==> src/rtl/lab2_serial_subtractor.sv <==
// Bit-serial 4-bit subtractor: computes A - B - BIN one bit per clock (LSB first)
// through a single full-subtractor cell and a borrow flop, started by a pushbutton.
//
// Ports:
//   CLOCK_50  system clock, all state on the rising edge
//   KEY[0]    asynchronous active-low reset
//   KEY[1]    active-low start pushbutton, asynchronous to the clock
//   SW[7:4]   operand A, SW[3:0] operand B, SW[8] borrow-in
//   LEDR[3:0] difference, LEDR[4] borrow-out, LEDR[7:5] zero,
//   LEDR[8]   done, LEDR[9] busy (all registered)
module lab2_serial_subtractor #(
  parameter int unsigned SYNC_STAGES = 2
) (
  input  logic       CLOCK_50,
  input  logic [1:0] KEY,
  input  logic [8:0] SW,
  output logic [9:0] LEDR
);

  logic clk;
  logic rst_n;
  assign clk   = CLOCK_50;
  assign rst_n = KEY[0];

  typedef enum logic [1:0] {StIdle, StShift, StDone} state_e;

  // Start detect. The chain holds the inverted (pressed = 1) level and resets to
  // "released". A parallel valid chain marks when the chain output reflects a real
  // sample; the detector only arms after a genuine released level, so a button held
  // through reset is never seen as a press.
  logic [SYNC_STAGES-1:0] sync_q;
  logic [SYNC_STAGES-1:0] vld_q;
  logic                   prev_q;
  logic                   armed_q;
  logic                   pressed;
  logic                   start;

  assign pressed = sync_q[SYNC_STAGES-1];
  assign start   = armed_q & pressed & ~prev_q;

  always_ff @(posedge clk or negedge rst_n) begin
    if (!rst_n) begin
      sync_q  <= '0;
      vld_q   <= '0;
      prev_q  <= 1'b0;
      armed_q <= 1'b0;
    end else begin
      sync_q  <= {sync_q[SYNC_STAGES-2:0], ~KEY[1]};
      vld_q   <= {vld_q[SYNC_STAGES-2:0], 1'b1};
      prev_q  <= pressed;
      armed_q <= armed_q | (vld_q[SYNC_STAGES-1] & ~pressed);
    end
  end

  // Datapath and control state
  state_e     state_q, state_d;
  logic [3:0] a_q, a_d;
  logic [3:0] b_q, b_d;
  logic [3:0] res_q, res_d;
  logic       bw_q, bw_d;
  logic [1:0] cnt_q, cnt_d;
  logic [3:0] diff_q, diff_d;
  logic       bout_q, bout_d;
  logic       done_q, done_d;
  logic       busy_q, busy_d;

  // Full-subtractor cell on the current LSBs
  logic a_bit, b_bit, d_bit, bw_next;
  assign a_bit   = a_q[0];
  assign b_bit   = b_q[0];
  assign d_bit   = a_bit ^ b_bit ^ bw_q;
  assign bw_next = (~a_bit & b_bit) | (~(a_bit ^ b_bit) & bw_q);

  always_comb begin
    state_d = state_q;
    a_d     = a_q;
    b_d     = b_q;
    res_d   = res_q;
    bw_d    = bw_q;
    cnt_d   = cnt_q;
    diff_d  = diff_q;
    bout_d  = bout_q;
    done_d  = done_q;
    busy_d  = busy_q;

    unique case (state_q)
      StIdle, StDone: begin
        if (start) begin
          a_d     = SW[7:4];
          b_d     = SW[3:0];
          bw_d    = SW[8];
          res_d   = '0;
          cnt_d   = '0;
          busy_d  = 1'b1;
          done_d  = 1'b0;
          state_d = StShift;
        end
      end
      StShift: begin
        // Difference bits enter from the MSB side so bit 0 ends up at res[0].
        res_d = {d_bit, res_q[3:1]};
        a_d   = {1'b0, a_q[3:1]};
        b_d   = {1'b0, b_q[3:1]};
        bw_d  = bw_next;
        cnt_d = cnt_q + 2'd1;
        if (cnt_q == 2'd3) begin
          diff_d  = {d_bit, res_q[3:1]};
          bout_d  = bw_next;
          done_d  = 1'b1;
          busy_d  = 1'b0;
          state_d = StDone;
        end
      end
      default: state_d = StIdle;
    endcase
  end

  always_ff @(posedge clk or negedge rst_n) begin
    if (!rst_n) begin
      state_q <= StIdle;
      a_q     <= '0;
      b_q     <= '0;
      res_q   <= '0;
      bw_q    <= 1'b0;
      cnt_q   <= '0;
      diff_q  <= '0;
      bout_q  <= 1'b0;
      done_q  <= 1'b0;
      busy_q  <= 1'b0;
    end else begin
      state_q <= state_d;
      a_q     <= a_d;
      b_q     <= b_d;
      res_q   <= res_d;
      bw_q    <= bw_d;
      cnt_q   <= cnt_d;
      diff_q  <= diff_d;
      bout_q  <= bout_d;
      done_q  <= done_d;
      busy_q  <= busy_d;
    end
  end

  assign LEDR = {busy_q, done_q, 3'b000, bout_q, diff_q};

endmodule
==> config.mk <==
export PLATFORM = sky130hd
export DESIGN_NAME = lab2_serial_subtractor
export DESIGN_NICKNAME = d
export VERILOG_FILES = /design/src/rtl/lab2_serial_subtractor.sv
export SDC_FILE = /design/constraint.sdc
export NUM_CORES = 1
export LEC_CHECK = 0
export ABC_AREA = 1
export BUFFER_PORTS_ARGS = -buffer_cell sky130_fd_sc_hd__buf_4
export CAP_MARGIN = 20
export CELL_PAD_IN_SITES_DETAIL_PLACEMENT = 2
export CELL_PAD_IN_SITES_GLOBAL_PLACEMENT = 2
export CORE_MARGIN = 10
export CORE_UTILIZATION = 34
export DETAILED_ROUTE_END_ITERATION = 8
export PLACE_DENSITY_LB_ADDON = 0.1
export SYNTH_ARGS = -nofsm -noshare
export SYNTH_HDL_FRONTEND = slang
export SYNTH_SLANG_ARGS = --single-unit
==> constraint.sdc <==
create_clock -name CLOCK_50 -period 1.3 [get_ports CLOCK_50]
set_input_delay 0.065 -clock CLOCK_50 [delete_from_list [all_inputs] [get_ports CLOCK_50]]
set_output_delay 0.065 -clock CLOCK_50 [all_outputs]
set_load 0.02 [all_outputs]
==> impl_metrics.tcl <==
set metrics [dict create \
    status "finished clean" \
    cp-end-kind "register" \
    antenna_found_initial 0 \
    core_um2 3971 \
    instances_no_fill 223 \
    yosysTopAreaCellShare 0.5244 \
    place.gp.congestion 0.7144 \
    max_freq_mhz 830.4 \
    yosys.area_share.simple 0.3246 \
    avgSynthCellArea_um2 9.544 \
    synth_area_leaders "dfrtp_1, nand2_1, nand3_1, nand3_2, buf_4" \
    r2r_slack_ps 100 \
    htreeDepth 2 \
    fin_crit_ps 1204 \
    die_h_um 83.80 \
    cts_tree "built" \
    synth_mux_area_frac 0 \
    antenna_left 0 \
    first_pass_iters 3 \
    irDropWorstVdd_uv 760.3 \
    clk_pin_slew_ps 70 \
    grt_util_all_layers 0.1038 \
    finClkSkew_ps 6.821 \
    setup_viol 0 \
    drtIter0Drc 40 \
    critPathMaxStageDelay_ps 610 \
    fin_crit_sh 0.9264 \
    clock_latency_ps 280 \
    grt_overflow 0 \
    num_vias 1027 \
    cap_violations 0 \
    final-hold-violation-count 0 \
    postCtsSetupBuffers 0 \
    critPathMostFrequentCell "nand2_1" \
    dp_hpwl_mm 2.474 \
    io_buffers 18 \
    die_w_um 83.80 \
    syn_area_um2 1384 \
    final_cell_mix "nand2_1, dfrtp_1, buf_4" \
    dp_cells 212 \
    synthXorXnorAreaFrac 0 \
    crit_type "register to register" \
    fin_setup_tns_ps 0 \
    cts_buffers 5 \
    routed_wl_mm 3.392 \
    drc_errors 0 \
    grt_max_degree 30 \
    antenna_cells 0 \
    grt_pass1_vias 1168 \
    synth_warnings 0 \
    required_ps 1520 \
    grt_pass1_wl_mm 5.934 \
    start_util 0.3485 \
    power.density_nw_per_um2 2391 \
    drive_gt1_frac 0.2948 \
    crit_slowest_cell "fa_2" \
    fin_nets 187 \
    ys_seq_area_frac 0.5244 \
    io-pin-count 22 \
    fin_hold_ws_ps 93.62 \
    dieArea_um2 7022 \
    rsz0062_at_grt "false" \
    start_kind "register" \
    final_core_util 0.4304 \
    synth_cell_types 21 \
    synth_cells 145 \
    ctsLongestPathBuffers 2 \
    arrival_ps 1430 \
    synth_top_family_by_area "simple AND/OR/NAND/NOR gates" \
    path_cells "fa_2, nand2_1, nand2_1" \
    p_total_mw 4.086 \
    root_buffer "clkbuf_8" \
    num_rows 23 \
    cts_sinks 29 \
    final_common_cell "nand2_1" \
    cp_max_fo 2 \
    report.final.slew_viol_count 0 \
    p_leak_nw 0.9105 \
    hold_class "primary input to register" \
    yosysTopAreaCell "dfrtp_1" \
    syn2layout_area_growth_pct 23.51 \
    synth-compound-area-share 0.02260 \
    synth_adder_area_share 0.02351 \
    synth_seq_cells 29 \
    drt-vias-per-instance 4.605 \
    wl_per_cell_um 15.21 \
]
==> metrics by stage <==
stage	setup WS, ps	cell area [µm²]
3_3_place_gp	109.6	1580
2_1_floorplan	137.3	1391
5_1_grt	6.221	1709
3_5_place_dp	70.00	1580
4_1_cts	22.97	1707
6_report	95.72	1709
==> kinds of logic after synthesis <==
kind of cell,Yosys count
buf+inv,23
fa+ha+maj,2
other cells,2
compound gates,5
simple gates,84
flops,29
==> cells in the mapped netlist, drive strengths merged <==
| cell | n |
|---|---|
| o21bai | 1 |
| buf | 10 |
| o21ai | 4 |
| fa | 1 |
| nand4 | 1 |
| inv | 13 |
| or2 | 1 |
| nand2 | 52 |
| nor2 | 1 |
| conb | 2 |
| nand3 | 29 |
| ha | 1 |
| dfrtp | 29 |
==> metal layers <==
layer	up-vias	GRT usage	part of all wire
met2	17	0.1666	0.50
met1	503	0.1261	0.46
met4	0	0.04110	0.012
met5	-	0	0
li1	502	-	-
met3	5	0.03125	0.029
==> path summary, 6_finish.rpt <==
| check | to | cells past startpoint | startpoint |
|---|---|---|---|
| max | diff_q[3]$_DFFE_PN0P_ | 3 | a_q[0]$_DFFE_PN0P_ |
| max reg2reg | diff_q[3]$_DFFE_PN0P_ | 3 | a_q[0]$_DFFE_PN0P_ |
| max in group asynchronous | diff_q[1]$_DFFE_PN0P_ | 2 | KEY[0] |
| min reg2reg | vld_q[1]$_DFF_PN0_ | 0 | vld_q[0]$_DFF_PN0_ |
| min in group asynchronous | a_q[0]$_DFFE_PN0P_ | 2 | KEY[0] |
| min | bw_q$_DFFE_PN0P_ | 5 | SW[8] |
==> worst max-delay path: cells and delay by family (launching register included) <==
family        cells  cell delay [ps]
fa+ha+maj         1              610
flops             1              410
simple gates      2              120
==> state kept, by name, summed over array words and instances (netlist names) <==
register  flops
prev_q        1
armed_q       1
b_q           4
bw_q          1
sync_q        2
vld_q         2
a_q           4
bout_q        1
diff_q        4
busy_q        1
cnt_q         2
state_q       2
done_q        1
res_q         3
==> layout make-up <==
type,instances,area [µm²]
Clock buffer,7,86.33
Fill cell,441,2262
Inverter,13,51.30
Multi-Input combinational cell,95,530.5
Sequential cell,29,725.7
Tap cell,50,62.56
Timing Repair Buffer,29,252.7
==> power breakdown <==
part,switching (mW),internal (mW)
combinational,1.08,0.773
sequential,0.247,1.23
clock,0.335,0.419
==> what timing repair did <==
| item | 4_1_cts | 5_1_grt |
|---|---|---|
| endpoints found under the hold margin | 32 | 0 |
| resized for setup | 0 | 1 |
| hold buffers | 4 | 0 |
| endpoints found under the setup margin | 0 | 1 |
(Power assumes the default switching activity.)
